==> config.mk <==
export PLATFORM = sky130hd
export DESIGN_NAME = fetch_issue_unit
export DESIGN_NICKNAME = d
export VERILOG_FILES = /design/src/rtl/fetch_issue_unit.sv
export SDC_FILE = /design/constraint.sdc
export NUM_CORES = 1
export LEC_CHECK = 0
export ABC_AREA = 1
export CORE_MARGIN = 2
export CORE_UTILIZATION = 45
export DETAILED_ROUTE_END_ITERATION = 8
export PLACE_DENSITY = 0.74
export SYNTH_ARGS = -nofsm -noshare
export SYNTH_HDL_FRONTEND = slang
export SYNTH_SLANG_ARGS = --single-unit
==> constraint.sdc <==
create_clock -name clk -period 3.8 [get_ports clk]
set_input_delay 0.38 -clock clk [delete_from_list [all_inputs] [get_ports clk]]
set_output_delay 0.38 -clock clk [all_outputs]
set_load 0.02 [all_outputs]
==> src/rtl/fetch_issue_unit.sv <==
// Fetch/issue front end: owns the PC, fetches words over a req/ack handshake,
// issues them to the controller and applies its jump/branch verdict.
module fetch_issue_unit #(
    parameter logic [31:0] RESET_PC = 32'h0000_0000,
    parameter int          TIMEOUT  = 16,
    parameter logic [4:0]  HALT_OP  = 5'b11111
) (
    input  logic        clk,
    input  logic        rst_n,
    output logic        imem_req,
    output logic [31:0] imem_addr,
    input  logic        imem_ack,
    input  logic [31:0] imem_rdata,
    input  logic        stall,
    input  logic        jump,
    input  logic        pcsrc,
    output logic [4:0]  op,
    output logic [31:0] instr,
    output logic        instr_valid,
    output logic [31:0] pc,
    output logic [31:0] pc_plus4,
    output logic        halted,
    output logic        fetch_err
);

    typedef enum logic [2:0] {
        IDLE,
        FETCH,
        ISSUE,
        HALTED,
        ERROR
    } state_t;

    localparam logic [15:0] LAST_WAIT = 16'(TIMEOUT - 1);

    state_t      state, state_nxt;
    logic [31:0] pc_nxt, instr_nxt, next_pc, branch_target, jump_target;
    logic [15:0] wait_cnt, wait_cnt_nxt;

    assign pc_plus4      = pc + 32'd4;
    assign jump_target   = {pc_plus4[31:29], instr[26:0], 2'b00};
    assign branch_target = pc_plus4 + {{14{instr[15]}}, instr[15:0], 2'b00};

    // Jump outranks branch when the controller asserts both.
    always_comb begin
        if (jump)       next_pc = jump_target;
        else if (pcsrc) next_pc = branch_target;
        else            next_pc = pc_plus4;
    end

    // NOTE: every output of this block gets a default first so no path can infer a latch.
    always_comb begin
        state_nxt    = state;
        pc_nxt       = pc;
        instr_nxt    = instr;
        wait_cnt_nxt = wait_cnt;
        imem_req     = 1'b0;
        instr_valid  = 1'b0;
        halted       = 1'b0;
        fetch_err    = 1'b0;
        case (state)
            IDLE: state_nxt = FETCH;
            FETCH: begin
                imem_req = 1'b1;
                if (imem_ack) begin
                    instr_nxt    = imem_rdata;
                    wait_cnt_nxt = 16'd0;
                    state_nxt    = ISSUE;
                end else if (wait_cnt == LAST_WAIT) begin
                    state_nxt = ERROR;
                end else begin
                    wait_cnt_nxt = wait_cnt + 16'd1;
                end
            end
            ISSUE: begin
                instr_valid = 1'b1;
                // HALT beats stall: the halting instruction never advances the PC.
                if (instr[31:27] == HALT_OP) begin
                    state_nxt = HALTED;
                end else if (!stall) begin
                    pc_nxt    = next_pc;
                    state_nxt = FETCH;
                end
            end
            HALTED:  halted    = 1'b1;
            ERROR:   fetch_err = 1'b1;
            default: state_nxt = IDLE;
        endcase
    end

    assign op        = instr_valid ? instr[31:27] : 5'd0;
    assign imem_addr = imem_req ? {pc[31:2], 2'b00} : 32'd0;

    // NOTE: sequential state uses non-blocking assignments so all registers update together.
    always_ff @(posedge clk or negedge rst_n) begin
        if (!rst_n) begin
            state    <= IDLE;
            pc       <= RESET_PC;
            instr    <= 32'd0;
            wait_cnt <= 16'd0;
        end else begin
            state    <= state_nxt;
            pc       <= pc_nxt;
            instr    <= instr_nxt;
            wait_cnt <= wait_cnt_nxt;
        end
    end

endmodule

==> impl_results.md <==
* CTS tree: done
* CTS root buf: clkbuf_16
* CTS Buf Count at 9
* Ranking of synthesized cells by area: dfrtp_1, nand2_1, inv_1
* Clock Latency Late Sink at ~360 ps
* Number of setup violations in the final report at 0
* IR drop worst, VDD at around 450 µV
* Die Height at between 100 and 150 µm
* Clock sinks at 81
* CP Data Arrival Time at 3690 ps
* Final std cells w/o fill at ~1.5k
* Worst-path fanout max at 6
* Ports at around 180
* Worst-margin pin slew at roughly 1100 ps
* Core box area at between 15000 and 20000 µm²
* Grt ovf at 0
* Crit start category: flop
* Placed cells at between 1k and 1.5k
* CP required at roughly 4100 ps
* Post-Syn Instances at roughly 1.1k
* Leakage at 4.73 nW
* DP HPWL at ~21000 µm
* Post-CTS setup buffers at 0
* Antenna diodes at 0
* DRC viols at 0
* Primary FF master, synth: dfrtp_1
* Outcome: finished clean
* Hold_buf cts at 0
* Multi-input gate area at 4390 µm²
* Final core occ at about three fifths
* Count of input and output buffers at 168
* Antenna Violating Nets Remaining at 0
* Share of cells above drive strength 1 at under 10%
* FF-to-FF Start: pc[2]$_DFFE_PN0P_
* Crit path cell chain: ha_1 > inv_1 > nor2_4 > nand2_2 > nor2_2 > nand4_1 > nand2_1 > inv_1 > or2_2 > ha_1 > nand2_1 > nor2_1 > nand2_1 > nor2_1 > nand2_1 > nand3_1 > nand2_1 > nand3_1 > nand2_1 > a21boi_1
* Commonest cells post-synth: nand2_1, inv_1, nor2_1
* Sequential share of the synthesized area at around 28%
* Clock Path Buffers at 2
* Ys async rst share at 100%
* Most common cell in the netlist: nand2_1
* Fillers at 1593
* Register area at between 2000 and 2500 µm²
* Vias at approximately 8k
* Setup Skew at 14.0 ps
* Critical path class: reg2reg
* RSZ-0062 raised after global routing: no
* Max Clk Rate at between 200 and 300 MHz
* Synth area leader: dfrtp_1
* H-tree depth at 3
* Starting DRT DRC Count at ~740
* Synthesized flop and latch total at between 80 and 90
* Fin nets at 1370
* Largest net degree at the start of global routing at 70
* Worst-path clk slew at ~70 ps
* Wire length per cell at ~17 µm
* First-pass GRT wire length at between 30000 and 40000 µm
* Setup TNS at 0 ps
* Yosys cell types at 48
* CP most frequent cell: nand2_1
* Minimum clock period at approximately 3400 ps
* Max_slew headroom at a little over a quarter
* Die area at ~17000 µm²
* Synth Warn # at 0
* Initial antenna violation count at 0
* Termination of the worst setup path: pc[26]$_DFFE_PN0P_
* Fin Hold WS at around 150 ps
* Endpoints failing hold at 0
* Critical Path Sink Type: flop
* Via count of the first global-routing pass at roughly 7.2k
* Die X at 130 µm
* Post-synthesis area per instance at around 6.4 µm²
* Total wire length at between 20000 and 30000 µm
* Core Rows at 46
* Drt pass-1 iters at 5
* Post-synth top area share at roughly 28%
* Critical Path Max Stage Delay at 480 ps
* PwrDens at 1050 nW/µm²
* Vias per cell at between 5 and 6
* Starting Density at 45.6%
* Setup crit start: pc[2]$_DFFE_PN0P_
* Post-CTS sizing at 0
* Max-slew violation count at 0
* CP max-delay cell: dfrtp_1
* MaxCap Viol Count at 0
* P&R area growth vs syn at 30.5%
* Cells on worst reg2reg path at 20
* Post-Syn Area at between 7000 and 8000 µm²
* Gr usage total at a little under a third
* HP Class: in2async
* Final worst path period share at around nine tenths
* R2R Setup Slk at about 390 ps
* Reg-to-Reg End: pc[26]$_DFFE_PN0P_
* GP Congestion at ~1.0
* Number of synthesized flops with an enable pin at 0
power by group:
part           internal [mW]  switching (mW)  total (mW)
Sequential              1.21           0.524        1.73
Clock                  0.532           0.397       0.928
Combinational           2.72            4.50        7.22
Total                   4.46            5.42        9.88
logic make-up after synthesis:
group,Yosys count,share of synthesized area (%)
AO/OA/AOI/OAI,170,13.6
XOR/XNOR,31,3.78
adder cells (fa/ha/maj),39,6.89
buffers and inverters,205,11.1
flip-flops,81,28.2
other,1,0.0522
AND/OR/NAND/NOR,604,36.4
worst min-delay path by stage:
stage / from / end / slack (ps) / cells after the start
after global routing: rst_n / instr[2]$_DFFE_PN0P_ / 230 / 1
after global placement: instr[25]$_DFFE_PN0P_ / instr[25]$_DFFE_PN0P_ / 490 / 2
after floorplan: rst_n / instr[0]$_DFFE_PN0P_ / 80 / 0
final: rst_n / instr[30]$_DFFE_PN0P_ / 150 / 1
after CTS: rst_n / instr[30]$_DFFE_PN0P_ / 210 / 1
after detailed placement: instr[21]$_DFFE_PN0P_ / instr[21]$_DFFE_PN0P_ / 500 / 2
sequential cells by signal (all words and copies together), names as in the netlist:
name,flops
instr,32
state,3
pc,30
wait_cnt,16
cell usage in the layout, fill, tap and decap left out, types with 4 or more instances in the layout:
cell	n
inv_1	174
clkbuf_16	9
and2_1	4
buf_4	9
o21bai_1	9
a21oi_1	63
nor3_1	11
nand4_1	19
nor3_2	5
nand3_1	55
a21boi_1	8
nor2_2	5
xor2_1	24
o21a_1	4
nor2_1	117
o21ai_1	9
nor2_4	6
conb_1	6
xnor2_1	7
o21ai_0	48
nand2_2	12
ha_1	38
clkdlybuf4s50_1	167
o22ai_1	9
nand2_1	353
o211ai_1	4
dfrtp_1	81
nand3_2	4
final cells by class:
class,instances,area share (%)
tap,216,2.88
sequential,81,21.6
clock buffer,11,2.59
clock inverter,5,0.640
multi-input combinational,850,46.8
inverter,175,7.00
timing repair buffer,176,18.5
metal layers:
metal	part of all wire (%)	up-vias	track usage (%)
li1	-	3913	-
met4	2.0	0	6.76
met1	44	3674	42.7
met3	7.9	33	6.60
met5	0	-	0
met2	46	279	50.0
worst max-delay path, delay by kind of cell, from the launching register on:
kind / cells / cell delay, ps
buffers and inverters: 2 / 120
and+or+nand+nor: 15 / 2010
DFF: 1 / 480
adders and majority gates: 2 / 600
AOI/OAI and AO/OA: 1 / 120
stage by stage:
step / worst slack (ps) / power (mW) / instance area [µm²]
2_1_floorplan: 677 / 6.11 / 7210
3_3_place_gp: 482 / 8.79 / 9080
3_5_place_dp: 458 / 8.83 / 9080
4_1_cts: 439 / 9.80 / 9380
5_1_grt: 155 / 10.7 / 9380
6_report: 395 / 9.88 / 9380
No activity file was read; power rests on OpenSTA's default activity.
